==> src/rtl/fetch_unit.sv <==
// fetch_unit: instruction fetch stage with IF/ID register, one-entry hold buffer and redirect handling
//   clk, rst (async, active-high)
//   PCWrite, IF_ID_Write : stall controls from hazard detection (advance = both high)
//   flush, branchTarget  : redirect fetch to a new word-aligned address
//   imem_req/imem_addr   : request to instruction memory, held until imem_ack
//   imem_ack/imem_rdata  : request completion and fetched instruction
//   IF_ID_pc/instr/valid : registered IF/ID contents (valid=0 marks a bubble)
//   fetchStall           : no instruction can be supplied this cycle
module fetch_unit #(
    parameter logic [31:0] RESET_PC  = 32'h0000_0000,
    parameter logic [31:0] NOP_INSTR = 32'h0000_0013
) (
    input  logic        clk,
    input  logic        rst,
    input  logic        PCWrite,
    input  logic        IF_ID_Write,
    input  logic        flush,
    input  logic [31:0] branchTarget,
    output logic        imem_req,
    output logic [31:0] imem_addr,
    input  logic        imem_ack,
    input  logic [31:0] imem_rdata,
    output logic [31:0] IF_ID_pc,
    output logic [31:0] IF_ID_instr,
    output logic        IF_ID_valid,
    output logic        fetchStall
);
    typedef enum logic [1:0] {REQ, HOLD, DROP} state_t;
    state_t      state;
    logic [31:0] pc;
    logic [31:0] hold_pc;
    logic [31:0] hold_instr;
    logic [31:0] drop_addr;
    logic        advance;
    assign advance    = PCWrite & IF_ID_Write;
    // In DROP the pre-redirect request is still in flight, so its address stays on the bus
    assign imem_addr  = state == DROP ? drop_addr : pc;
    assign imem_req   = ~rst & (state != HOLD);
    assign fetchStall = (state == DROP) | ((state == REQ) & ~imem_ack);
    always_ff @(posedge clk or posedge rst) begin
        if (rst) begin
            state       <= REQ;
            pc          <= RESET_PC;
            hold_pc     <= '0;
            hold_instr  <= '0;
            drop_addr   <= '0;
            IF_ID_pc    <= '0;
            IF_ID_instr <= NOP_INSTR;
            IF_ID_valid <= 1'b0;
        end else if (flush) begin
            IF_ID_instr <= NOP_INSTR;
            IF_ID_valid <= 1'b0;
            pc          <= branchTarget & 32'hFFFF_FFFC;
            hold_pc     <= '0;
            hold_instr  <= '0;
            if (state == HOLD || imem_ack) begin
                state <= REQ;
            end else begin
                // Only capture the in-flight address when first entering DROP
                if (state == REQ) drop_addr <= pc;
                state <= DROP;
            end
        end else begin
            case (state)
                REQ: begin
                    if (imem_ack && advance) begin
                        IF_ID_pc    <= pc;
                        IF_ID_instr <= imem_rdata;
                        IF_ID_valid <= 1'b1;
                        pc          <= pc + 32'd4;
                    end else if (imem_ack) begin
                        hold_pc    <= pc;
                        hold_instr <= imem_rdata;
                        state      <= HOLD;
                    end else if (IF_ID_Write) begin
                        IF_ID_instr <= NOP_INSTR;
                        IF_ID_valid <= 1'b0;
                    end
                end
                HOLD: begin
                    if (advance) begin
                        IF_ID_pc    <= hold_pc;
                        IF_ID_instr <= hold_instr;
                        IF_ID_valid <= 1'b1;
                        pc          <= pc + 32'd4;
                        state       <= REQ;
                    end
                end
                default: begin
                    // Response to the abandoned request is discarded
                    if (imem_ack) state <= REQ;
                    if (IF_ID_Write) begin
                        IF_ID_instr <= NOP_INSTR;
                        IF_ID_valid <= 1'b0;
                    end
                end
            endcase
        end
    end
endmodule

==> config.mk <==
export PLATFORM = sky130hd
export DESIGN_NAME = fetch_unit
export DESIGN_NICKNAME = d
export VERILOG_FILES = /design/src/rtl/fetch_unit.sv
export SDC_FILE = /design/constraint.sdc
export NUM_CORES = 1
export LEC_CHECK = 0
export ABC_CLOCK_PERIOD_IN_PS = 14000
export CAP_MARGIN = 25
export CORE_MARGIN = 3
export CORE_UTILIZATION = 55
export CTS_CLUSTER_DIAMETER = 50
export CTS_CLUSTER_SIZE = 25
export DETAILED_ROUTE_END_ITERATION = 8
export PLACE_DENSITY = 0.89
export SLEW_MARGIN = 10
export SYNTH_ARGS = -nofsm -noshare
export SYNTH_HDL_FRONTEND = slang
export SYNTH_SLANG_ARGS = --single-unit
==> constraint.sdc <==
create_clock -name clk -period 14 [get_ports clk]
set_input_delay 2.8 -clock clk [delete_from_list [all_inputs] [get_ports clk]]
set_output_delay 2.8 -clock clk [all_outputs]
set_load 0.02 [all_outputs]
==> summary.md <==
| Metric | Value |
|---|---|
| Status | `complete, no violations` |
| FFs w/ async S/R, synth | `100%` |
| Post-DR vias/cell | `5.77` |
| Initial antenna violation count | `0` |
| Crit path max fanout | `7` |
| Antenna violation net count after detailed routing | `0` |
| Comb pwr share | `about 22%` |
| Die Wd | `roughly 130 um` |
| CTS tree | `done` |
| Part of the power in the clock network | `between 30% and 40%` |
| Vias after detailed routing | `about 7300` |
| Part of the cycle the worst path needs | `between 50% and 60%` |
| Clk slew on worst S/H paths | `60 ps` |
| Maximum VDD drop | `slightly below 90 uV` |
| Initial cell density of the core | `between 50% and 60%` |
| Row Count | `45` |
| WP data required | `around 11000 ps` |
| Inserted Clock Buffers | `17` |
| Avg Cell Area, Syn | `between 9 and 10 um^2` |
| Synth top area share | `53.7%` |
| Layout cell share with drive strength beyond 1 | `roughly 11%` |
| Register area share after synthesis | `between 50 and 60%` |
| Pint | `roughly 1100 uW` |
| Gpl congestion | `about 0.79` |
| Crit. End Element | `output pin` |
| Worst setup endpoint | `fetchStall` |
| Final wirelength | `between 20 and 25 mm` |
| Setup-failing EPs final | `0` |
| Setup repair bufs after CTS | `0` |
| Setup TNS Final | `0 ps` |
| Worst setup SP type | `input pin` |
| Critical Path AT | `approximately 4300 ps` |
| Routed wl met2 | `11.2 mm` |
| Yosys warnings | `0` |
| First-pass DRT Iterations | `9` |
| Most frequent cell after synthesis | `nand2_1` |
| PD cells | `135 nW/um^2` |
| Reg2reg end | `pc[23]` |
| Fin nets | `~1100` |
| Tot GR Track Use | `26.2%` |
| Global route total overflow | `0` |
| Routed length on met3 | `1.47 mm` |
| Cells after Synth | `923` |
| Synth unique cells | `40` |
| Post-detail-place hpwl | `approximately 15 mm` |
| Residual DRC count | `0` |
| Actual slew at the worst max-slew pin | `1010 ps` |
| Top cells by area, synth | `dfrtp_1 54%, nand2_1 11%, mux2_2 8.2%` |
| Met1 Wirelength | `around 9.6 mm` |
| Reg2Reg Launch Point | `pc[5]` |
| Resize count post-CTS | `0` |
| Largest net degree at the start of global routing | `approximately 110` |
| Area added between synthesis and finish | `27.7%` |
| RSZ-0062 raised after global routing | `false` |
| CTS Hold Buffers Added | `0` |
| Buffers on Ports | `roughly 160` |
| Mapped Area | `~8700 um^2` |
| Synth area leader | `dfrtp_1` |
| Clk sinks | `189` |
| Post-synthesis register bit count | `189` |
| Fmax | `142 MHz` |
| Top cells by count, synth | `259 x nand2_1, 186 x dfrtp_1, 68 x a21oi_1` |
| Leak | `around 0.0046 uW` |
| Min-Delay Path Class | `flop to flop` |
| Die area | `17300 um^2` |
| Ant diodes | `0` |
| Slew margin rel. | `32.1%` |
| Top layer in use | `met4` |
| First-pass GRT wire length | `36.7 mm` |
| Wire length per cell | `between 15 and 20 um` |
| Switching share of power | `between 20 and 30%` |
| Die span in y | `about 130 um` |
| Sequential power share | `45.1%` |
| Crit path from | `imem_ack` |
| Num ports | `169` |
| Worst reg2reg path depth | `5` |
| Reg2reg setup slack | `between 10000 and 15000 ps` |
| Max-slew violation count | `0` |
| Core Box Area | `between 15000 and 20000 um^2` |
| CTS root buf | `clkbuf_16` |
| H-tree Lvls | `4` |
| CTS max path bufs | `2` |
| Number of global-route vias before repair | `approximately 7000` |
| Crit Path Class | `input pin to output pin` |
| Final Skew | `~7.3 ps` |
| Pwr Total | `1490 uW` |
| Fin crit period | `between 7000 and 8000 ps` |
| Final Hold Fails | `0` |
| Top_reg_cell synth | `dfrtp_1` |
| Clock latency at the later pin of the worst-skew pair | `around 430 ps` |
| Iter 0 DRT Violations | `741` |
| Hold_ws | `about 470 ps` |
| Number of flops mapped to enable cells by yosys | `0` |
| P_sw | `approximately 420 uW` |
| Max-cap violation count | `0` |
-- power by group through the flow --
stage | registers [uW] | logic, uW | clock network (uW)
after global routing | 681 | 359 | 509
after detailed placement | 681 | 331 | 0
after floorplan | 693 | 163 | 0
final | 672 | 334 | 483
after CTS | 671 | 333 | 487
after global placement | 675 | 324 | 0
-- layer usage --
layer | GRT usage [%] | up-vias
met5 | 0 | -
met4 | 9.16 | 0
met2 | 42.9 | 326
met3 | 4.98 | 40
li1 | - | 3371
met1 | 35.3 | 3570
-- worst max-delay path: stages --
cell and delay [ps]:
clkdlybuf4s50_1 520, nor2b_1 200, nor2_1 100, clkdlybuf4s50_1 640
-- kinds of logic (layout without fill, tap and decap cells) --
family                   after synthesis  after routing  synth area share [%]
adder cells (fa/ha/maj)                1              1                 0.144
other                                  1              2                0.0433
AND/OR/NAND/NOR                      368            368                  18.3
buffers and inverters                 86            217                  4.06
flip-flops                           189            189                  54.6
AO/OA/AOI/OAI                        186            186                  11.7
XOR/XNOR                              28             28                  2.83
multiplexers                          64             64                  8.30
-- final cells by class --
| type | count | area [um^2] |
|---|---|---|
| multi-input cells | 649 | 3610 |
| well taps | 211 | 264 |
| repair buffers | 179 | 1830 |
| fillers | 1130 | 4250 |
| clock inverters | 5 | 78.8 |
| inverters | 7 | 31.3 |
| flip-flops and latches | 189 | 4730 |
| clock buffers | 26 | 509 |
-- worst min path at each step --
stage	from	to	slack [ps]	depth (start not counted)
CTS	IF_ID_instr[4]	IF_ID_instr[4]	470	2
finish	IF_ID_instr[0]	IF_ID_instr[0]	470	2
detailed placement	IF_ID_instr[0]	IF_ID_instr[0]	460	2
global route	IF_ID_instr[4]	IF_ID_instr[4]	490	2
global placement	IF_ID_instr[4]	IF_ID_instr[4]	450	2
floorplan	hold_pc[1]	IF_ID_pc[1]	460	2
-- layout by cell type, fill, tap and decap left out, types with 3 or more instances in the layout --
cell             count
clkbuf_1             4
nand2_1            258
clkbuf_16           17
and3_1               6
buf_4               12
nand4_1             13
dfstp_2              3
nor4_1               7
nor2_1              40
buf_16               4
inv_1                6
dfrtp_1            186
xor2_1              17
nand3_1              9
and4_1               5
nor3_1               4
xnor2_1             11
a21oi_1             67
clkbuf_8             5
o22ai_1             28
clkdlybuf4s50_1    163
nor2b_1              4
a31oi_1             30
a221oi_1             3
o21ai_0             56
or3_1                4
and2_1               4
mux2_2              63
-- stage by stage --
step	cells	setup WS (ps)	cell area, um^2	util, %
2_1_floorplan	924	6060	8670	-
4_1_cts	1263	6950	11000	71.7
6_report	1266	6940	11100	72.2
3_5_place_dp	1232	6950	10400	67.9
5_1_grt	1266	6860	11100	72.2
3_3_place_gp	1231	6960	10400	67.7
-- flip-flops by register name, summed over array words and instances (netlist names) --
signal / flops
IF_ID_valid: 1
IF_ID_pc: 31
hold_pc: 31
drop_addr: 30
state: 2
hold_instr: 32
IF_ID_instr: 32
pc: 30
Power figures use the tool's default switching activity.
